`config.mk`:
```
export PLATFORM = sky130hd
export DESIGN_NAME = cacheline_adaptor
export DESIGN_NICKNAME = d
export VERILOG_FILES = /design/src/rtl/cacheline_adaptor_pkg.sv /design/src/rtl/cacheline_adaptor_line_shifter.sv /design/src/rtl/cacheline_adaptor.sv
export SDC_FILE = /design/constraint.sdc
export NUM_CORES = 1
export LEC_CHECK = 0
export ABC_CLOCK_PERIOD_IN_PS = 2100
export CORE_AREA = 2 2 277 279
export CTS_CLUSTER_DIAMETER = 50
export DETAILED_ROUTE_END_ITERATION = 12
export DIE_AREA = 0 0 279 281
export PLACE_DENSITY = 0.56
export SLEW_MARGIN = 20
export SYNTH_ARGS = -nofsm -noshare
export SYNTH_HDL_FRONTEND = slang
export SYNTH_SLANG_ARGS = --single-unit
```
`constraint.sdc`:
```
create_clock -name clk -period 2.1 [get_ports clk]
set_input_delay 0.315 -clock clk [delete_from_list [all_inputs] [get_ports clk]]
set_output_delay 0.315 -clock clk [all_outputs]
set_load 0.02 [all_outputs]
```
`src/rtl/cacheline_adaptor_pkg.sv`:
```
// Shared constants, state encoding and address helper for the cacheline adaptor.
// A line is moved as BEATS fixed-width beats on the memory port.
package cacheline_adaptor_pkg;

    localparam int LINE_W  = 256;
    localparam int BURST_W = 64;
    localparam int ADDR_W  = 32;
    localparam int BEATS   = LINE_W / BURST_W;
    localparam int OFFSET  = $clog2(LINE_W / 8);
    localparam int CNT_W   = $clog2(BEATS);

    typedef enum logic [1:0] {
        IDLE,
        READ,
        WRITE,
        DONE
    } adaptor_state_t;

    // Clears the byte offset so memory always sees the start of the line.
    function automatic logic [ADDR_W-1:0] line_align(input logic [ADDR_W-1:0] addr);
        return {addr[ADDR_W-1:OFFSET], {OFFSET{1'b0}}};
    endfunction

endpackage

```
`src/rtl/cacheline_adaptor_line_shifter.sv`:
```
// Line-wide register with parallel load and a beat-wide shift-right/insert-at-top port.
// Serialises a loaded line low beat first, and assembles arriving beats so beat 0 ends up lowest.
module cacheline_adaptor_line_shifter
    import cacheline_adaptor_pkg::*;
(
    input  logic               clk,
    input  logic               rst,
    input  logic               load,
    input  logic [LINE_W-1:0]  load_data,
    input  logic               shift,
    input  logic [BURST_W-1:0] insert,
    output logic [LINE_W-1:0]  q
);

    always_ff @(posedge clk) begin
        if (rst) begin
            q <= '0;
        end else if (load) begin
            q <= load_data;
        end else if (shift) begin
            q <= {insert, q[LINE_W-1:BURST_W]};
        end
    end

endmodule

```
`src/rtl/cacheline_adaptor.sv`:
```
// Converts cacheline fills and evictions into fixed-length bursts on the memory port.
// Every output is a register; the FSM is a state register plus a next-value block.
module cacheline_adaptor
    import cacheline_adaptor_pkg::*;
(
    input  logic               clk,
    input  logic               rst,
    input  logic [LINE_W-1:0]  line_i,
    output logic [LINE_W-1:0]  line_o,
    input  logic [ADDR_W-1:0]  address_i,
    input  logic               read_i,
    input  logic               write_i,
    output logic               resp_o,
    input  logic [BURST_W-1:0] burst_i,
    output logic [BURST_W-1:0] burst_o,
    output logic [ADDR_W-1:0]  address_o,
    output logic               read_o,
    output logic               write_o,
    input  logic               resp_i
);

    adaptor_state_t    state, state_n;
    logic [CNT_W-1:0]  count, count_n;
    logic              read_n, write_n, resp_n;
    logic [ADDR_W-1:0] address_n;
    logic [LINE_W-1:0] line_n;
    logic [LINE_W-1:0] shift_q;
    logic              load, shift;
    logic              last_beat;

    assign last_beat = (count == CNT_W'(BEATS - 1));

    // One shared register serialises writebacks and assembles fills.
    cacheline_adaptor_line_shifter u_shifter (
        .clk       (clk),
        .rst       (rst),
        .load      (load),
        .load_data (line_i),
        .shift     (shift),
        .insert    (burst_i),
        .q         (shift_q)
    );

    assign burst_o = shift_q[BURST_W-1:0];

    always_ff @(posedge clk) begin
        if (rst) begin
            state     <= IDLE;
            count     <= '0;
            read_o    <= 1'b0;
            write_o   <= 1'b0;
            resp_o    <= 1'b0;
            address_o <= '0;
            line_o    <= '0;
        end else begin
            state     <= state_n;
            count     <= count_n;
            read_o    <= read_n;
            write_o   <= write_n;
            resp_o    <= resp_n;
            address_o <= address_n;
            line_o    <= line_n;
        end
    end

    // Writes take priority in IDLE so a dirty victim is evicted before the fill.
    always_comb begin
        state_n   = state;
        count_n   = count;
        read_n    = read_o;
        write_n   = write_o;
        resp_n    = 1'b0;
        address_n = address_o;
        line_n    = line_o;
        load      = 1'b0;
        shift     = 1'b0;

        unique case (state)
            IDLE: begin
                if (write_i) begin
                    load      = 1'b1;
                    address_n = line_align(address_i);
                    count_n   = '0;
                    write_n   = 1'b1;
                    state_n   = WRITE;
                end else if (read_i) begin
                    address_n = line_align(address_i);
                    count_n   = '0;
                    read_n    = 1'b1;
                    state_n   = READ;
                end
            end
            READ: begin
                if (resp_i) begin
                    shift   = 1'b1;
                    count_n = count + CNT_W'(1);
                    if (last_beat) begin
                        read_n  = 1'b0;
                        resp_n  = 1'b1;
                        line_n  = {burst_i, shift_q[LINE_W-1:BURST_W]};
                        state_n = DONE;
                    end
                end
            end
            WRITE: begin
                if (resp_i) begin
                    shift   = 1'b1;
                    count_n = count + CNT_W'(1);
                    if (last_beat) begin
                        write_n = 1'b0;
                        resp_n  = 1'b1;
                        state_n = DONE;
                    end
                end
            end
            DONE: begin
                state_n = IDLE;
            end
            default: begin
                state_n = IDLE;
            end
        endcase
    end

endmodule

```
==> results <==
[layout by cell type, fill, tap and decap left out, types with 2 or more instances in the layout]
| cell type | count |
|---|---|
| o21ai_0 | 4 |
| clkinv_2 | 7 |
| nand2b_1 | 3 |
| mux2i_1 | 3 |
| diode_2 | 6 |
| a311oi_2 | 210 |
| clkinv_8 | 2 |
| buf_12 | 53 |
| inv_1 | 2 |
| clkbuf_8 | 11 |
| bufinv_16 | 9 |
| inv_6 | 6 |
| clkbuf_16 | 78 |
| clkinvlp_4 | 7 |
| buf_6 | 2 |
| nor2b_1 | 2 |
| dfxtp_1 | 546 |
| nor2_1 | 256 |
| a21oi_1 | 289 |
| nor3b_1 | 2 |
| nand2_1 | 1079 |
| or3b_2 | 2 |
| inv_8 | 2 |
| ha_1 | 5 |
| clkbuf_1 | 13 |
| a311oi_1 | 47 |
| clkinv_16 | 2 |
| clkdlybuf4s50_1 | 700 |
| clkinv_4 | 3 |
| buf_4 | 63 |
| conb_1 | 5 |
[final cells by class]
class,count,area (sq um)
tap,978,1224
clock inverter,38,551.8
timing repair buffer,821,8631
fill,7423,41580
antenna,6,15.01
clock buffer,101,2127
inverter,2,7.507
sequential,546,10930
multi-input combinational,1922,10370
[report_power, final]
part / switching, uW / internal, uW
combinational: 5860 / 4670
sequential: 1970 / 12200
clock: 5200 / 8350
[synth_stat cells (2+ instances only)]
cell type,number,area (sq um)
clkbuf_1,76,285.3
nor3b_1,2,15.01
mux2i_1,3,30.03
buf_2,124,620.6
buf_8,14,210.2
buf_4,77,578.1
ha_1,6,75.07
a311oi_1,48,420.4
a21oi_1,289,1446
nand3_1,2,10.01
inv_1,2,7.510
dfxtp_1,546,10930
buf_12,3,60.06
nor2b_1,2,12.51
nand2_1,1080,4054
nor2_1,256,960.9
nand2b_1,3,18.77
buf_6,14,157.7
or3b_2,2,17.52
a311oi_2,209,3138
o21ai_0,4,20.02
[kinds of logic after synthesis]
family	count (synthesis)
AO/OA/AOI/OAI	555
adder cells (fa/ha/maj)	6
buffers and inverters	311
flip-flops	546
multiplexers	3
other	1
AND/OR/NAND/NOR	1353
[metrics by stage]
| stage | utilization [%] | instances | hold WS [ns] |
|---|---|---|---|
| 3_5_place_dp | 41.23 | 4267 | 0.4458 |
| 2_1_floorplan | - | 2779 | 0.4454 |
| 4_1_cts | 44.79 | 4406 | 0.08789 |
| 6_report | 44.88 | 4414 | 0.1399 |
| 3_3_place_gp | 41.23 | 4267 | 0.4405 |
| 5_1_grt | 44.88 | 4414 | 0.1388 |
[sequential cells by signal (all words and copies together) (netlist names)]
name	flops
state	2
count	2
write_o	1
read_o	1
address_o	27
line_o	256
resp_o	1
u_shifter.q	256
[layer usage]
layer  track usage (%)  part of all wire (%)
met2             33.85                    45
met3             4.431                   6.4
met1             29.11                    45
met4             7.265                   2.8
met5                 0                 0.056
[timing repair]
item	in CTS	in global routing
endpoints found under the setup margin	0	15
resized for setup	0	5
buffers inserted	0	1
hold endpoints to repair	0	0
[how the worst min path moves through the flow]
stage	to	slack (ns)	depth (start not counted)
5_1_grt	line_o[93]	0.14	2
3_5_place_dp	line_o[116]	0.45	2
4_1_cts	line_o[180]	0.09	2
3_3_place_gp	line_o[170]	0.44	2
6_report	line_o[180]	0.14	2
2_1_floorplan	line_o[0]	0.45	2
==> flow_summary_export.csv <==
group,metric,value,unit
worst_setup_path,crit_path_max_fanout,15,
finish,fin_nets,3732,
worst_setup_path,critPathCaptureType,"flop",
synth,yosysSeqAreaShare,47.18,%
placed_design,dp_hpwl,65840,um
worst_setup_path,crit_chain,"inv_1 -> ha_2 -> and2_4 -> buf_12 -> buf_4 -> nand2_1 -> a311oi_2",
power_and_ir_drop,powerDensity,1130,nW/um^2
worst_setup_path,reg2reg_slack,0.11,ns
synth,synth_top_family_by_area,"simple AND/OR/NAND/NOR gates",
detailed_routing,vias,21284,
worst_setup_path,endpoint,"u_shifter.q[31]",
synth,synth_fa_ha_area_share,0.3240,%
global_routing,antenna_found_initial,10,
synth,synth-xor-area-share,0,%
cts,cts_tree,"yes",
synth,yosysWarnings,0,
global_routing,gr-total-overflow,0,
placed_design,port_buffers,701,
timing,fin_ws,0.1103,ns
power_and_ir_drop,ir_drop,0.6685,mV
global_routing,grt_pass1_wl,129800,um
worst_setup_path,slowest_stage,"dfxtp_1",
synth,synth-edff-count,0,
cts,cts_buffer_depth,3,
power_and_ir_drop,p_leak,0.01152,uW
global_routing,grt_max_degree,66,
die,io_pins,712,
worst_setup_path,r2r-end,"u_shifter.q[31]",
worst_setup_path,cp_top_family,"buffers and inverters",
run_status,status,"completed",
detailed_routing,first_pass_iters,5,
synth,syn_area,23170,sq um
power_and_ir_drop,finalPower,38250,uW
synth,synthSimpleGateAreaFrac,22.18,%
worst_hold_path,min_path_type,"input port to flop",
detailed_routing,final_antenna_net_count,0,
finish,syn2layout_area_growth,46.14,%
timing,period_needed,1.990,ns
cts,clk-insertion-delay-late,0.62,ns
worst_setup_path,path_depth,7,
worst_setup_path,crit_path_start_kind,"flop",
placed_design,gp_congestion,0.8447,
timing,fin_crit_sh,94.75,%
cts,cts.htree.levels,3,
detailed_routing,drc,0,
synth,synth_seq_cells,546,
die,start_util,30.71,%
worst_setup_path,crit_type,"flop to flop",
die,design.core.area,75440,sq um
worst_setup_path,worst-r2r-cell-count,7,
finish,fin_area,33860,sq um
timing,maxSlewViolCount,0,
timing,rsz0062_at_grt,"false",
detailed_routing,vias_per_cell,4.822,
timing,clock_skew,0.04244,ns
placed_design,post_dp_cell_area,31110,sq um
die,die-area,78400,sq um
worst_setup_path,crit_path_start,"state[0]",
worst_setup_path,crit_arrival,2.51,ns
global_routing,groute.usage.overall,21.46,%
die,die_h,281,um
worst_setup_path,r2r_start,"state[0]",
timing,max_freq,0.5026,GHz
detailed_routing,wl_per_cell,20.10,um
synth,synthCells,2775,
worst_setup_path,path_buf_inv,3,
die,die_w,279,um
cts,cts_hold_buf,0,
cts,cts_buffers,76,
synth,synthMuxAreaShare,0.1296,%
cts,root_buffer,"clkbuf_16",
detailed_routing,drt_iter0_markers,1346,
cts,cts.clk_slew.worst_paths,0.06,ns
placed_design,dp_worst_setup_slack,0.1006,ns
worst_setup_path,worstPathRequired,2.62,ns
finish,layout-drive-gt1-share,13.62,%
cts,clock_sinks,546,
worst_setup_path,critPathMaxStageDelay,0.39,ns
synth,synth_compound_area_share,21.87,%
synth,synth-async-reset-ratio,0,%
worst_hold_path,hp-start,"rst",
detailed_routing,drt-total-wl,88740,um
synth,synth_cell_types,34,
timing,hold_viol,0,
synth,avgSynthCellArea,8.349,sq um
timing,setup_tns,0,ns
timing,finalSetupViolCount,0,
global_routing,grt_pass1_vias,20253,
die,fp-row-count,101,
synth,synth_flop_cell,"dfxtp_1",
flow_run,max_cap_viol_count,0,
No activity file was read; power rests on OpenSTA's default activity.
==> RTL edit: new RTL, same flow settings <==
`LINE_W`: 256 -> 128.
--- a/src/rtl/cacheline_adaptor_pkg.sv
+++ b/src/rtl/cacheline_adaptor_pkg.sv
@@ -2,7 +2,7 @@
 // A line is moved as BEATS fixed-width beats on the memory port.
 package cacheline_adaptor_pkg;
 
-    localparam int LINE_W  = 256;
+    localparam int LINE_W  = 128;
     localparam int BURST_W = 64;
     localparam int ADDR_W  = 32;
     localparam int BEATS   = LINE_W / BURST_W;
Ports: changed (resized line_i and line_o); port bits go from 712 to 456. No check against the original RTL was run, so the function may have changed too.
==> RTL edit against the unedited design <==
Synthesized area shrank 45%; routed wire length is 46% lower; count of clock-buffer cells in the layout fell by 40; cell count decreased by 34%; final area decreased by 41%; setup slack better by 0.013 ns; power decreased by 33%; sequential power is 45% lower; die area is the same; sequential cell count fell by 256; largest cell class is now multi-input combinational cells.
==> RTL edit: results (changes against the unedited design) <==
* Status: complete, no violations
* Largest net degree at the start of global routing at 101 (+53%)
* Placed cell area at 18,040 sq um (-42%)
* Initial antenna violation count at 6 (-4)
* Crit path max-delay cell type: dfxtp_1
* Netlist cell types at 33 (-2.9%)
* Post-Syn Instances at 1,527 (-45%)
* Crit-path max FO at 25 (+10)
* WL/cell at 16.63 um (-17%)
* Worst slew pin tran at 0.5525 ns
* Ys Warns at 0 (unchanged)
* HPWL after DPL at 34,210 um (-48%)
* Worst-Skew Late Latency at 0.60 ns (-0.02 ns)
* H-tree depth at 2 (-1)
* Drt pass-1 iters at 4 (-1)
* Vias per inst at 4.066 (-16%)
* Top delay family on crit path: buffers and inverters
* Largest registers: line_o: 128 flops, u_shifter.q: 128 flops, address_o: 28 flops
* Total CTS buffers at 51 (-33%)
* Peak VDD IR at 0.6600 mV (-1.3%)
* Total GRT Usage at 0.1184 (-0.09620)
* Initial DRC Count at 743 (-45%)
* First-pass GRT wire length at 72,310 um (-44%)
* Ys async rst share at 0 (unchanged)
* Gp weighted congestion at 0.7707 (-8.8%)
* Most frequent cells after synthesis: 442 x nand2_1, 290 x dfxtp_1, 158 x a21oi_1, 132 x nor2_1, 130 x nand3_1
* Dpl cells at 2,800 (-34%)
* CTS max path bufs at 3 (unchanged)
* Slowest stage delay, CP at 0.38 ns
* Clk_skew at 0.02957 ns (-0.01286 ns)
* Layout net count at 2,110 (-43%)
* Vias at 11,770 (-45%)
* IO Port Bufs at 447 (-36%)
* Leak Pwr at 6.719 nW (-42%)
* Top area cells in the synthesized netlist: dfxtp_1 45%, a311oi_2 14%, nand2_1 13%
* CP arrival at 2.46 ns (-0.05 ns)
* Pre-CTS WS at 0.1545 ns (+0.05386 ns)
* Share of cells above drive strength 1 at 0.1427 (+0.006556)
* Sequential area share after synthesis at 0.4522 (-0.01959)
## RTL edit: metrics by stage
step,util,hold slack [ns]
after global placement,0.2391,0.4413
after global routing,0.2627,0.1214
final,0.2627,0.1178
after detailed placement,0.2391,0.4455
after CTS,0.2626,0.09940
after floorplan,-,0.4455
## RTL edit: cell families (layout without fill, tap and decap cells)
kind of cell               after synthesis  count (layout)  share of synthesized area
DFF                                    290             290                     0.4522
and+or+nand+nor                        718             718                     0.2257
buffers and inverters                  210             593                    0.09785
muxes                                    2               2                   0.001754
other                                    1               8                  0.0002921
adders and majority gates                6               6                   0.005847
AOI/OAI and AO/OA                      300             300                     0.2164
## RTL edit: path summary, 6_finish.rpt
check	startpoint	end	slack, ns	cells after the start
hold / removal	rst	line_o[54]$_SDFFE_PP0P_	0.12	2
setup / recovery	state[0]$_SDFFE_PP0P_	u_shifter.q[82]$_SDFFE_PP0P_	0.12	7
hold reg to reg	u_shifter.q[106]$_SDFFE_PP0P_	line_o[42]$_SDFFE_PP0P_	0.45	2
setup reg to reg	state[0]$_SDFFE_PP0P_	u_shifter.q[82]$_SDFFE_PP0P_	0.12	7
## RTL edit: where the power goes
part | switching [mW] | total [mW] | internal [mW]
combinational | 5.27 | 9.26 | 4.00
sequential | 0.932 | 7.79 | 6.86
clock | 3.16 | 8.54 | 5.38
## RTL edit: area by class of cell
type / count / area, sq um
Multi-Input combinational cell: 1030 / 5841
Tap cell: 978 / 1224
Timing Repair Buffer: 499 / 5159
Antenna cell: 4 / 10.01
Sequential cell: 290 / 5806
Inverter: 3 / 11.26
Clock buffer: 61 / 1384
Fill cell: 8069 / 55620
Clock inverter: 30 / 386.6
## RTL edit: layer usage
| layer | track usage | wire [um] | share of wire | vias up |
|---|---|---|---|---|
| met4 | 0.04480 | 1350 | 0.028 | 2 |
| met1 | 0.1444 | 20800 | 0.43 | 5511 |
| met5 | 0 | 16 | 0.00033 | - |
| met2 | 0.1972 | 22900 | 0.48 | 327 |
| li1 | - | - | - | 5858 |
| met3 | 0.03334 | 3090 | 0.064 | 73 |
